### config.mk
export PLATFORM = sky130hd
export DESIGN_NAME = seg_scan_reader
export DESIGN_NICKNAME = d
export VERILOG_FILES = /design/src/rtl/seg_scan_reader.sv
export SDC_FILE = /design/constraint.sdc
export NUM_CORES = 1
export LEC_CHECK = 0
export CAP_MARGIN = 5
export CORE_ASPECT_RATIO = 1.25
export CORE_UTILIZATION = 50
export DETAILED_ROUTE_END_ITERATION = 7
export DONT_BUFFER_PORTS = 1
export SLEW_MARGIN = 20
export SYNTH_ARGS = -nofsm -noshare
export SYNTH_HDL_FRONTEND = slang
export SYNTH_SLANG_ARGS = --single-unit
### constraint.sdc
create_clock -name clk -period 3.3 [get_ports clk]
set_input_delay 0.66 -clock clk [delete_from_list [all_inputs] [get_ports clk]]
set_output_delay 0.66 -clock clk [all_outputs]
set_load 0.005 [all_outputs]
### src/rtl/seg_scan_reader.sv
// seg_scan_reader
//   Receive end of a multiplexed, active-low 7-segment bus. Each scanned
//   digit is sampled once its anode/segment pattern has been stable for
//   STABLE_CYCLES cycles. The pattern is decoded back to BCD, with 4'hF
//   standing for an unknown glyph. A watchdog ages out every digit when no
//   capture has happened for TIMEOUT cycles.
//
//   Ports
//     clk, rst_n    rising-edge clock, async active-low reset
//     seg_in[6:0]   segments, active-low, bit6=g .. bit0=a
//     an_in         anode selects, active-low, one bit per digit
//     digits_out    digit i BCD at [4i+3:4i] (4'hF = illegal glyph)
//     digit_valid   digit i holds a legal capture that has not aged out
//     update        1-cycle pulse, legal digit captured
//     pat_err       1-cycle pulse, illegal pattern captured
//     stale         level, TIMEOUT cycles have passed since the last capture

// Per-digit storage. A write always wins over the watchdog clear.
module seg_scan_digit (
    input  logic       clk,
    input  logic       rst_n,
    input  logic       wr,
    input  logic [3:0] code,
    input  logic       clr,
    output logic [3:0] digit,
    output logic       valid
);
    always_ff @(posedge clk or negedge rst_n) begin
        if (!rst_n) begin
            digit <= 4'h0;
            valid <= 1'b0;
        end else if (wr) begin
            digit <= code;
            valid <= (code != 4'hF);
        end else if (clr) begin
            valid <= 1'b0;
        end
    end
endmodule

module seg_scan_reader #(
    parameter int DIGITS        = 4,
    parameter int STABLE_CYCLES = 8,
    parameter int TIMEOUT       = 1000000
) (
    input  logic                  clk,
    input  logic                  rst_n,
    input  logic [6:0]            seg_in,
    input  logic [DIGITS-1:0]     an_in,
    output logic [4*DIGITS-1:0]   digits_out,
    output logic [DIGITS-1:0]     digit_valid,
    output logic                  update,
    output logic                  pat_err,
    output logic                  stale
);
    localparam int CW = $clog2(STABLE_CYCLES + 1);
    localparam int WW = $clog2(TIMEOUT + 1);

    typedef struct packed {
        logic [DIGITS-1:0] an;
        logic [6:0]        seg;
    } sample_t;

    typedef enum logic [1:0] {IDLE, SETTLE, CAPTURED} state_t;

    sample_t                   s1, s2;
    state_t                    state;
    logic [CW-1:0]             cnt;
    logic [WW-1:0]             wd;
    logic                      same, sel_ok, cap, wd_hit;
    logic [3:0]                code;
    logic [DIGITS-1:0][3:0]    dig_q;

    function automatic logic [3:0] glyph2bcd(input logic [6:0] seg);
        case (seg)
            7'b1000000: return 4'd0;
            7'b1111001: return 4'd1;
            7'b0100100: return 4'd2;
            7'b0110000: return 4'd3;
            7'b0011001: return 4'd4;
            7'b0010010: return 4'd5;
            7'b0000010: return 4'd6;
            7'b1111000: return 4'd7;
            7'b0000000: return 4'd8;
            7'b0010000: return 4'd9;
            default:    return 4'hF;
        endcase
    endfunction

    // Exactly one anode low: the inverted vector is a non-zero power of two.
    function automatic logic one_cold(input logic [DIGITS-1:0] an);
        logic [DIGITS-1:0] z;
        z = ~an;
        return (z != '0) && ((z & (z - DIGITS'(1))) == '0);
    endfunction

    assign same   = (s1 == s2);
    assign sel_ok = one_cold(s1.an);
    assign code   = glyph2bcd(s1.seg);
    // Capture on the edge that would take cnt to STABLE_CYCLES; a change in
    // that same cycle drops into the restart path instead.
    assign cap    = (state == SETTLE) && same && (cnt == CW'(STABLE_CYCLES - 1));
    assign wd_hit = !cap && (wd == WW'(TIMEOUT - 1));

    // Input register stage plus one cycle of history. Reset to "nothing
    // selected" so the first legal sample after reset is seen as a change.
    always_ff @(posedge clk or negedge rst_n) begin
        if (!rst_n) begin
            s1 <= '1;
            s2 <= '1;
        end else begin
            s1 <= sample_t'({an_in, seg_in});
            s2 <= s1;
        end
    end

    always_ff @(posedge clk or negedge rst_n) begin
        if (!rst_n) begin
            state   <= IDLE;
            cnt     <= '0;
            update  <= 1'b0;
            pat_err <= 1'b0;
        end else begin
            update  <= 1'b0;
            pat_err <= 1'b0;
            case (state)
                IDLE: begin
                    if (sel_ok) begin
                        state <= SETTLE;
                        cnt   <= CW'(1);
                    end else begin
                        cnt   <= '0;
                    end
                end
                SETTLE, CAPTURED: begin
                    if (!same) begin
                        if (sel_ok) begin
                            state <= SETTLE;
                            cnt   <= CW'(1);
                        end else begin
                            state <= IDLE;
                            cnt   <= '0;
                        end
                    end else if (cap) begin
                        state   <= CAPTURED;
                        cnt     <= cnt + CW'(1);
                        update  <= (code != 4'hF);
                        pat_err <= (code == 4'hF);
                    end else if (state == SETTLE) begin
                        cnt <= cnt + CW'(1);
                    end
                end
                default: begin
                    state <= IDLE;
                    cnt   <= '0;
                end
            endcase
        end
    end

    // Watchdog counts cycles since the last capture and saturates at TIMEOUT.
    always_ff @(posedge clk or negedge rst_n) begin
        if (!rst_n) begin
            wd    <= '0;
            stale <= 1'b0;
        end else if (cap) begin
            wd    <= '0;
            stale <= 1'b0;
        end else if (wd_hit) begin
            wd    <= WW'(TIMEOUT);
            stale <= 1'b1;
        end else if (wd != WW'(TIMEOUT)) begin
            wd <= wd + WW'(1);
        end
    end

    for (genvar i = 0; i < DIGITS; i++) begin : g_dig
        seg_scan_digit u_dig (
            .clk   (clk),
            .rst_n (rst_n),
            .wr    (cap && !s1.an[i]),
            .code  (code),
            .clr   (wd_hit),
            .digit (dig_q[i]),
            .valid (digit_valid[i])
        );
    end

    assign digits_out = dig_q;
endmodule

## Yosys cells after proc, flatten, opt, wreduce, memory -nomap -nowiden

Cells that the tools add are included.

- Add/sub/neg operators: 3
- Equal/unequal tests: 20
- Mux-type cells: 27
- Bitwise operators: 2
- Reduce and logical (&&, ||, !) cells: 25

Operators by type and width:

| operator | count |
|---|---|
| 20-bit two-way mux | 3 |
| 4-bit case mux with 10 select lines | 1 |
| 7-bit by 5-bit == test with 1-bit output (second input constant) | 3 |
| 7-bit == test (second input constant) | 3 |
| 20-bit by 1-bit adder with 20-bit output (second input constant) | 1 |
| 20-bit == test (second input constant) | 1 |
| 20-bit != test (second input constant) | 1 |
| 1-bit two-way mux | 15 |
| 7-bit by 6-bit == test with 1-bit output (second input constant) | 2 |
| 4-bit two-way mux | 3 |
| 11-bit == test | 1 |
| 2-bit nonzero test | 5 |
| 1-bit logical AND | 8 |
| 4-bit != test (second input constant) | 2 |
| 4-bit case mux with 2 select lines | 1 |
| 7-bit by 2-bit == test with 1-bit output (second input constant) | 1 |
| 7-bit zero test | 1 |
| 2-bit two-way mux | 3 |
| 1-bit zero test | 5 |
| 4-bit by 1-bit adder with 4-bit output (second input constant) | 1 |
| 4-bit bitwise AND | 1 |
| 4-bit by 3-bit == test with 1-bit output (second input constant) | 1 |
| 4-bit == test (second input constant) | 1 |
| 4-bit zero test | 1 |
| other kinds (12) | 12 |

- Register bits after elaboration: 71
- Input bits: 13
- Output and inout bits: 23

## Longest topological paths before layout

Gate-level depths: netlist (run 1).

- Depth after elaboration: 8
- Gate-level depth with buffers: 8

## Cells and area by module

Synthesis (run 1) repeated with hierarchy kept, for this count alone.

- Cells, all modules: 289
- Area, all modules: 3323.2 um^2

Modules (own cells, without submodules):

| module | instances | cells each | area an instance (um^2) | sequential area each (um^2) |
|---|---|---|---|---|
| seg_scan_reader | 1 | 241 | 2562.5 | 1303.8 |
| seg_scan_digit | 4 | 12 | 190.2 | 125.1 |

## Least setup slack after synthesis (run 1)

No wires, ideal clock.

- Path kind: flip-flop to flip-flop
- Start point: register s1[0] in the netlist's numbering
- End point: register cnt[2]
- Library setup time: 126 ps
- Arrival: 2096 ps
- Data required time: 3174 ps
- Slack: 1077 ps
- Stages on the path, launching flop included: 7
- Path through: dfstp_2 buf_6 xor2_1 or4_4 or4_4 buf_6 a311o_1

- Word-level cells in the longest chain between the ends: 6

Ends and longest elaborated chain:

| item | RTL line | source |
|---|---|---|
| start, declared | 66 | `sample_t s1, s2;` |
| start signal, assigned | 112 | `s1 <= sample_t'({an_in, seg_in});` |
| 11-bit == test * | 97 | `assign same = (s1 == s2);` |
| 1-bit logical AND (2 in series) | 102 | `assign cap = (state == SETTLE) && same && (cnt == CW'(STABLE_CYCLES - 1));` |
| 4-bit two-way mux | 144 | `end else if (cap) begin` |
| 4-bit two-way mux | 136 | `if (!same) begin` |
| 4-bit case mux with 2 select lines | 126 | `case (state)` |
| end signal, assigned | 146 | `cnt <= cnt + CW'(1);` |
| end signal, assigned | 150 | `cnt <= cnt + CW'(1);` |
| end, declared | 68 | `logic [CW-1:0] cnt;` |

Mark *: on every way between the ends. The rest lies on a longest branch, timed or not.
A chain may end at the register's enable or synchronous reset.

## Worst setup path after layout (run 1)

- Start point: register s1[0] in the netlist's numbering
- End point: register g_dig[0].u_dig.digit[3]

- Word-level cells in the longest chain between the ends: 4

Ends and longest elaborated chain:

| item | RTL line | source |
|---|---|---|
| parallel branches: the longest is 4 deep, another holds 4-bit case mux with 10 select lines | -- |  |
| end signal, assigned | 33 | `digit <= code;` |
| end, declared | 25 | `output logic [3:0] digit,` |

Several ways; the timed one is not identified.

==> summary.md, run 1 <==
| Metric | Value |
|---|---|
| Outcome | `complete, no violations` |
| Fin area | `0.00356 sq mm` |
| Worst r2r dst | `g_dig[0].u_dig.digit[3]` |
| Initial antenna violation count | `0` |
| Critical Path RT | `3.52 ns` |
| Final Cycle Share | `72.7%` |
| Sink Count | `71` |
| Commonest non-fill, non-tap cells in the layout | `dfrtp_1 (49), nor2_1 (33), dfstp_2 (22)` |
| Vias in the first global route | `2254` |
| Post-Synthesis Net Count | `311` |
| Sequential element share of the synthesized area | `54.5%` |
| Post-synth EDFFs | `0` |
| I/O Buffers | `0` |
| Top_reg_cell synth | `dfrtp_1` |
| Pwr/cell area | `456 mW/mm^2` |
| Vias per inst | `5.53` |
| Mapped Area | `0.00331 sq mm` |
| Clock transition at path regs | `0.07 ns` |
| Post-place instance area | `0.00336 sq mm` |
| Worst skew pair latency | `0.34 ns` |
| CP max-delay cell | `dfstp_2` |
| Share of cells above drive strength 1 | `20.8%` |
| Filler instances | `578` |
| Clock root buffer | `clkbuf_8` |
| Tightest Hold Check Type | `input pin to async pin` |
| RSZ-0062 raised after global routing | `no` |
| Critical Path Source Type | `flop` |
| Final Hold Vio Count | `0` |
| Reg area | `0.00180 sq mm` |
| ANT cells | `0` |
| Worst R2R Setup Slack | `0.90 ns` |
| Leak | `1.55 nW` |
| Hold_ws | `0.156 ns` |
| FF-to-FF path depth | `5` |
| Total CTS buffers | `9` |
| Worst Path Max Fanout | `9` |
| DR pass1 iterations | `4` |
| Chip width | `74.8 um` |
| Synthesized area per cell | `11.4 sq um` |
| Final setup violation count | `0` |
| Initial DRC count | `131` |
| Peak supply drop | `0.000196 V` |
| Unique cell type count in the Yosys netlist | `46` |
| CP Class | `flop to flop` |
| Clock Skews | `0.00999 ns` |
| Post-layout min period | `2.40 ns` |
| Gpl congestion | `0.874` |
| Ys async rst share | `100%` |
| CP Cell Sequence | `xor2_1, nor4_1, nand4_1, nor2_1, mux2_2` |
| Yosys top cell by area | `dfrtp_1` |
| Crit. End Element | `flop` |
| Layout Cells excl Fill | `383` |
| Chip height | `92.9 um` |
| CTS H-tree lvls | `3` |
| Max-cap violations | `0` |
| Vias | `2117` |
| Fin. max-slew vios | `0` |
| Top-area cell type share of the netlist area | `37.1%` |
| CP Buf/Inv Count | `0` |
| WL per Instance | `17.5 um` |
| Total die area | `0.00695 sq mm` |
| Largest net degree at the start of global routing | `49` |
| DP Cell Count | `366` |
| F_max | `0.417 GHz` |
| TritonCTS clock tree | `yes` |
| Worst Slack Setup Final | `0.900 ns` |
| Layout area overhead | `7.53%` |
| Synth Register Bits | `71` |
| ANT nets after route | `0` |
| Core area | `0.00629 sq mm` |
| Max incr delay on CP | `0.62 ns` |
| Total wire length | `6.72 mm` |
| Synth top area cells | `dfrtp_1 (37%), dfstp_2 (17%), mux2_2 (5.4%)` |
| Setup Buffers After CTS | `0` |
| Cell family with most CP delay | `simple AND/OR/NAND/NOR gates` |
| Total gr overflow | `0` |
| R2r startpoint | `s1[0]` |
| Setup TNS Final | `0 ns` |
| Post-Place Setup Slack | `0.927 ns` |
| CTS Buffer Depth | `2` |
| Total track usage | `22.6%` |
| Critical path arrival | `2.62 ns` |
| Post-detail-place hpwl | `4.68 mm` |
| Nets | `314` |
| Initial cell density of the core | `52.6%` |
| FP Rows | `32` |
| Post-cts resize count | `0` |
| Most common cell after layout, fill and taps aside | `dfrtp_1` |
| Rel. slew slack | `50.7%` |
| Num ports | `36` |
| Number of remaining DRC errors | `0` |
| Mapped Cells | `291` |
| First-pass GRT wire length | `11.3 mm` |
| Area of the multi-input gates | `0.00141 sq mm` |
| Actual slew at the worst max-slew pin | `0.734 ns` |
| Syn. warnings | `0` |
[cells by family after synthesis]
| logic type | Yosys count | share of synthesized area, % |
|---|---|---|
| flip-flops | 71 | 54.5 |
| multiplexers | 21 | 6.96 |
| AO/OA/AOI/OAI | 28 | 5.45 |
| buffers and inverters | 19 | 3.10 |
| AND/OR/NAND/NOR | 115 | 19.4 |
| XOR/XNOR | 30 | 7.94 |
| adder cells (fa/ha/maj) | 7 | 2.65 |
[flip-flops by register name, indices dropped and copies added (netlist names)]
name / flops
cnt: 4
g_dig.u_dig.digit: 16
g_dig.u_dig.valid: 4
pat_err: 1
s1: 11
s2: 11
stale: 1
state: 2
update: 1
wd: 20
[worst register-to-register path: stages, from the launching register on]
cell and delay [ns]:
dfstp_2 0.62, xor2_1 0.11, nor4_1 0.43, nand4_1 0.30, nor2_1 0.44, mux2_2 0.38
[stage by stage]
stage                     utilization [%]  total power [mW]
after floorplan                         -             0.997
after global placement               53.4              1.02
after detailed placement             53.4              1.02
after CTS                            56.6              1.64
after global routing                 56.6              1.69
final                                56.6              1.62
[cell usage after synthesis, types with 3 or more instances]
cell       n
dfrtp_1   49
nor2_1    33
dfstp_2   22
xor2_1    18
mux2_2    16
nand2_1   12
xnor2_1   12
nand4_1   11
nand3_1   10
o21ai_0    9
inv_1      8
nor4_1     8
ha_1       7
nor3_1     7
a21oi_1    6
and3_1     6
mux2i_1    5
and2_1     4
and4_1     4
buf_4      4
clkbuf_1   4
nand4b_1   3
nor3b_1    3
[metal layers]
metal | vias to the layer above | GRT usage [%] | share of wire [%]
met1 | 1030 | 26.3 | 41
met2 | 39 | 37.5 | 53
met3 | 16 | 6.20 | 3.7
met4 | 0 | 10.8 | 2.6
met5 | - | 0 | 0
li1 | 1032 | - | -
[worst max-delay path by stage]
stage	from	end	slack (ns)	cells after the start
CTS	s1[0]	g_dig[0].u_dig.digit[3]	0.91	5
global placement	s1[0]	g_dig[2].u_dig.digit[2]	0.94	5
global route	s1[0]	g_dig[2].u_dig.digit[1]	0.70	5
floorplan	s1[0]	cnt[2]	1.08	6
finish	s1[0]	g_dig[0].u_dig.digit[3]	0.90	5
detailed placement	s1[0]	g_dig[0].u_dig.digit[2]	0.93	5
[area by class of cell]
class	instances	area share [%]
clock buffer	11	3.97
clock inverter	4	0.633
inverter	8	0.844
multi-input combinational	201	39.6
sequential	71	50.7
tap	85	2.99
timing repair buffer	3	1.27
[power breakdown]
group / internal [mW] / switching (mW)
logic: 0.0400 / 0.0521
clock network: 0.285 / 0.313
registers: 0.902 / 0.0280
[what timing repair did]
item	4_1_cts	5_1_grt
setup endpoints to repair	0	0
endpoints found under the hold margin	48	0
hold buffers	2	0
Power figures use the tool's default switching activity.
==> run 2: changes to the inputs <==
==> constraint.sdc (replaced) <==
create_clock -name clk -period 2.3 [get_ports clk]
set_input_delay 0.46 -clock clk [delete_from_list [all_inputs] [get_ports clk]]
set_output_delay 0.46 -clock clk [all_outputs]
set_load 0.005 [all_outputs]
==> run 2 against run 1 <==
  * Sequential cell count unchanged
  * Total power is 65% higher
  * Sequential share of layout area fell by 2.6 points
  * Register-to-register slack got worse by 0.73 ns
  * Routed wire length is 0.61% higher
  * Fmax increased by 13%
  * Combinational power increased by 55%
  * Largest cell class unchanged
  * Largest power group unchanged
  * Highest routed layer unchanged
==> summary.md, run 2 (synthesis gave the netlist of run 1 again) <==
| Metric | Value |
|---|---|
| Outcome | `complete, no violations` |
| Clock root buffer | `clkbuf_8` |
| CP Class | `flop to flop` |
| Final Cycle Share | `92.5% (+20 points)` |
| Critical Path RT | `2.53 ns (-0.99 ns)` |
| Chip height | `92.9 um (unchanged)` |
| Total die area | `0.00695 sq mm (unchanged)` |
| ANT cells | `0 (unchanged)` |
| First-pass GRT wire length | `11.0 mm (-2.8%)` |
| Total track usage | `21.9% (-0.69 points)` |
| Total gr overflow | `0 (unchanged)` |
| Num ports | `36 (unchanged)` |
| Top reg by flops | `wd` |
| Core area | `0.00629 sq mm (unchanged)` |
| Total wire length | `6.76 mm (+0.61%)` |
| ANT nets after route | `0 (unchanged)` |
| Largest net degree at the start of global routing | `72 (+47%)` |
| Tightest Hold Check Type | `input pin to flop` |
| FP Rows | `32 (unchanged)` |
| Worst skew pair latency | `0.35 ns (about the same)` |
| CTS Buffer Depth | `2 (unchanged)` |
| Post-layout min period | `2.13 ns (-0.272 ns)` |
| Sink Count | `71 (unchanged)` |
| Post-detail-place hpwl | `4.70 mm (+0.37%)` |
| Top cell by count, worst path | `or4_4` |
| Number of remaining DRC errors | `0 (unchanged)` |
| Top flop regs | `wd x20, g_dig.u_dig.digit x16` |
| Worst Path Max Fanout | `8 (-1)` |
| Vias in the first global route | `2218 (-1.6%)` |
| Max-cap violations | `0 (unchanged)` |
| Max incr delay on CP | `0.58 ns (-0.04 ns)` |
| Peak supply drop | `0.000527 V (+170%)` |
| Initial antenna violation count | `0 (unchanged)` |
| Chip width | `74.8 um (unchanged)` |
| Most common cell after layout, fill and taps aside | `dfrtp_1` |
| Final Hold Vio Count | `0 (unchanged)` |
| Total CTS buffers | `9 (unchanged)` |
| Max reg flops | `20 (unchanged)` |
| DR pass1 iterations | `4 (unchanged)` |
| CP Cell Sequence | `xor2_1, or4_4, or4_4, a311o_1` |
| Crit. End Element | `flop` |
| Critical path arrival | `2.36 ns (-0.26 ns)` |
| WL per Instance | `17.0 um (-2.9%)` |
| Gpl congestion | `0.819 (-6.2%)` |
| Nets | `327 (+4.1%)` |
| Pwr/cell area | `714 mW/mm^2 (+57%)` |
| Post-place instance area | `0.00347 sq mm (+3.3%)` |
| Setup TNS Final | `0 ns (unchanged)` |
| Final setup violation count | `0 (unchanged)` |
| RSZ-0062 raised after global routing | `no` |
| Actual slew at the worst max-slew pin | `0.451 ns (-0.283 ns)` |
| Critical Path Source Type | `flop` |
| Fin. max-slew vios | `0 (unchanged)` |
| Vias | `2190 (+3.4%)` |
| Leak | `1.66 nW (+6.9%)` |
| Share of cells above drive strength 1 | `24.7% (+3.9 points)` |
| CTS H-tree lvls | `3 (unchanged)` |
| Clock transition at path regs | `0.08 ns (about the same)` |
| I/O Buffers | `0 (unchanged)` |
| Vias per inst | `5.52 (-0.20%)` |
| Fin area | `0.00375 sq mm (+5.4%)` |
| Clock Skews | `0.00826 ns (-0.00173 ns)` |
| Filler instances | `524 (-9.3%)` |
| Rel. slew slack | `69.7% (+19 points)` |
| Commonest non-fill, non-tap cells in the layout | `dfrtp_1 (49), nor2_1 (33), dfstp_2 (22)` |
| F_max | `0.470 GHz (+13%)` |
| Layout area overhead | `13.3%` |
| Initial cell density of the core | `52.6% (unchanged)` |
| CP max-delay cell | `dfstp_2` |
| Initial DRC count | `157 (+20%)` |
| TritonCTS clock tree | `yes` |
==> run 2: cell count changes in the layout (fill, tap and decap cells not counted) <==
cell,previous run,this run
buf_12,0,1
clkbuf_1,1,0
clkbuf_8,10,9
buf_4,1,13
clkinvlp_4,1,0
bufinv_16,0,3
clkinv_4,0,3
clkinv_2,3,1
==> run 2: worst max-delay path, delay by kind of cell (launching register included) <==
family | cells | cell delay (ns)
XOR/XNOR | 1 | 0.09
AND/OR/NAND/NOR | 2 | 1.06
flip-flops | 1 | 0.58
AO/OA/AOI/OAI | 1 | 0.28
==> run 2: what timing repair did <==
item,CTS,global route
endpoints found under the hold margin,71,0
setup buffers,0,0
hold buffers,2,0
resized for setup,0,0
==> run 2: area by class of cell <==
class | instances | area (sq um) | share of cell area [%]
Tap cell | 85 | 106 | 2.84
Clock buffer | 9 | 124 | 3.30
Sequential cell | 71 | 1800 | 48.1
Multi-Input combinational cell | 201 | 1410 | 37.6
Clock inverter | 7 | 121 | 3.24
Inverter | 8 | 30.0 | 0.801
Timing Repair Buffer | 16 | 155 | 4.14
==> run 2: path summary, 6_finish.rpt <==
| check | from | to | slack (ns) | depth (start not counted) |
|---|---|---|---|---|
| hold reg to reg | s1[7] | s2[7] | 0.41 | 0 |
| max in group asynchronous | rst_n | s2[9] | 1.30 | 2 |
| min in group asynchronous | rst_n | cnt[3] | 0.70 | 2 |
| hold / removal | an_in[3] | s1[10] | 0.11 | 0 |
| setup / recovery | s1[7] | cnt[2] | 0.17 | 4 |
| setup reg to reg | s1[7] | cnt[2] | 0.17 | 4 |
==> run 2: through the flow <==
| step | setup slack [ns] | total power [mW] | hold WS, ns | utilization [%] | instances |
|---|---|---|---|---|---|
| floorplan | 0.0775 | 1.43 | 0.164 | - | 291 |
| global placement | 0.188 | 1.46 | 0.167 | 55.1 | 379 |
| detailed placement | 0.171 | 1.47 | 0.167 | 55.1 | 379 |
| CTS | 0.164 | 2.71 | 0.0876 | 59.6 | 397 |
| global route | 0.0226 | 2.79 | 0.0797 | 59.6 | 397 |
| finish | 0.172 | 2.68 | 0.108 | 59.6 | 397 |
==> run 2: power by group <==
| part | switching (mW) | internal (mW) | leakage (nW) |
|---|---|---|---|
| sequential | 0.0346 | 1.29 | 0.900 |
| clock | 0.482 | 0.724 | 0.123 |
| combinational | 0.0828 | 0.0604 | 0.637 |
| total | 0.599 | 2.08 | 1.66 |
==> run 2: layer usage <==
layer / vias to the layer above / share of wire (%) / global-route usage [%]
met5: - / 0 / 0
met4: 0 / 1.3 / 9.28
met3: 9 / 4.6 / 6.86
met2: 40 / 53 / 37.2
met1: 1079 / 41 / 24.7
li1: 1062 / - / -
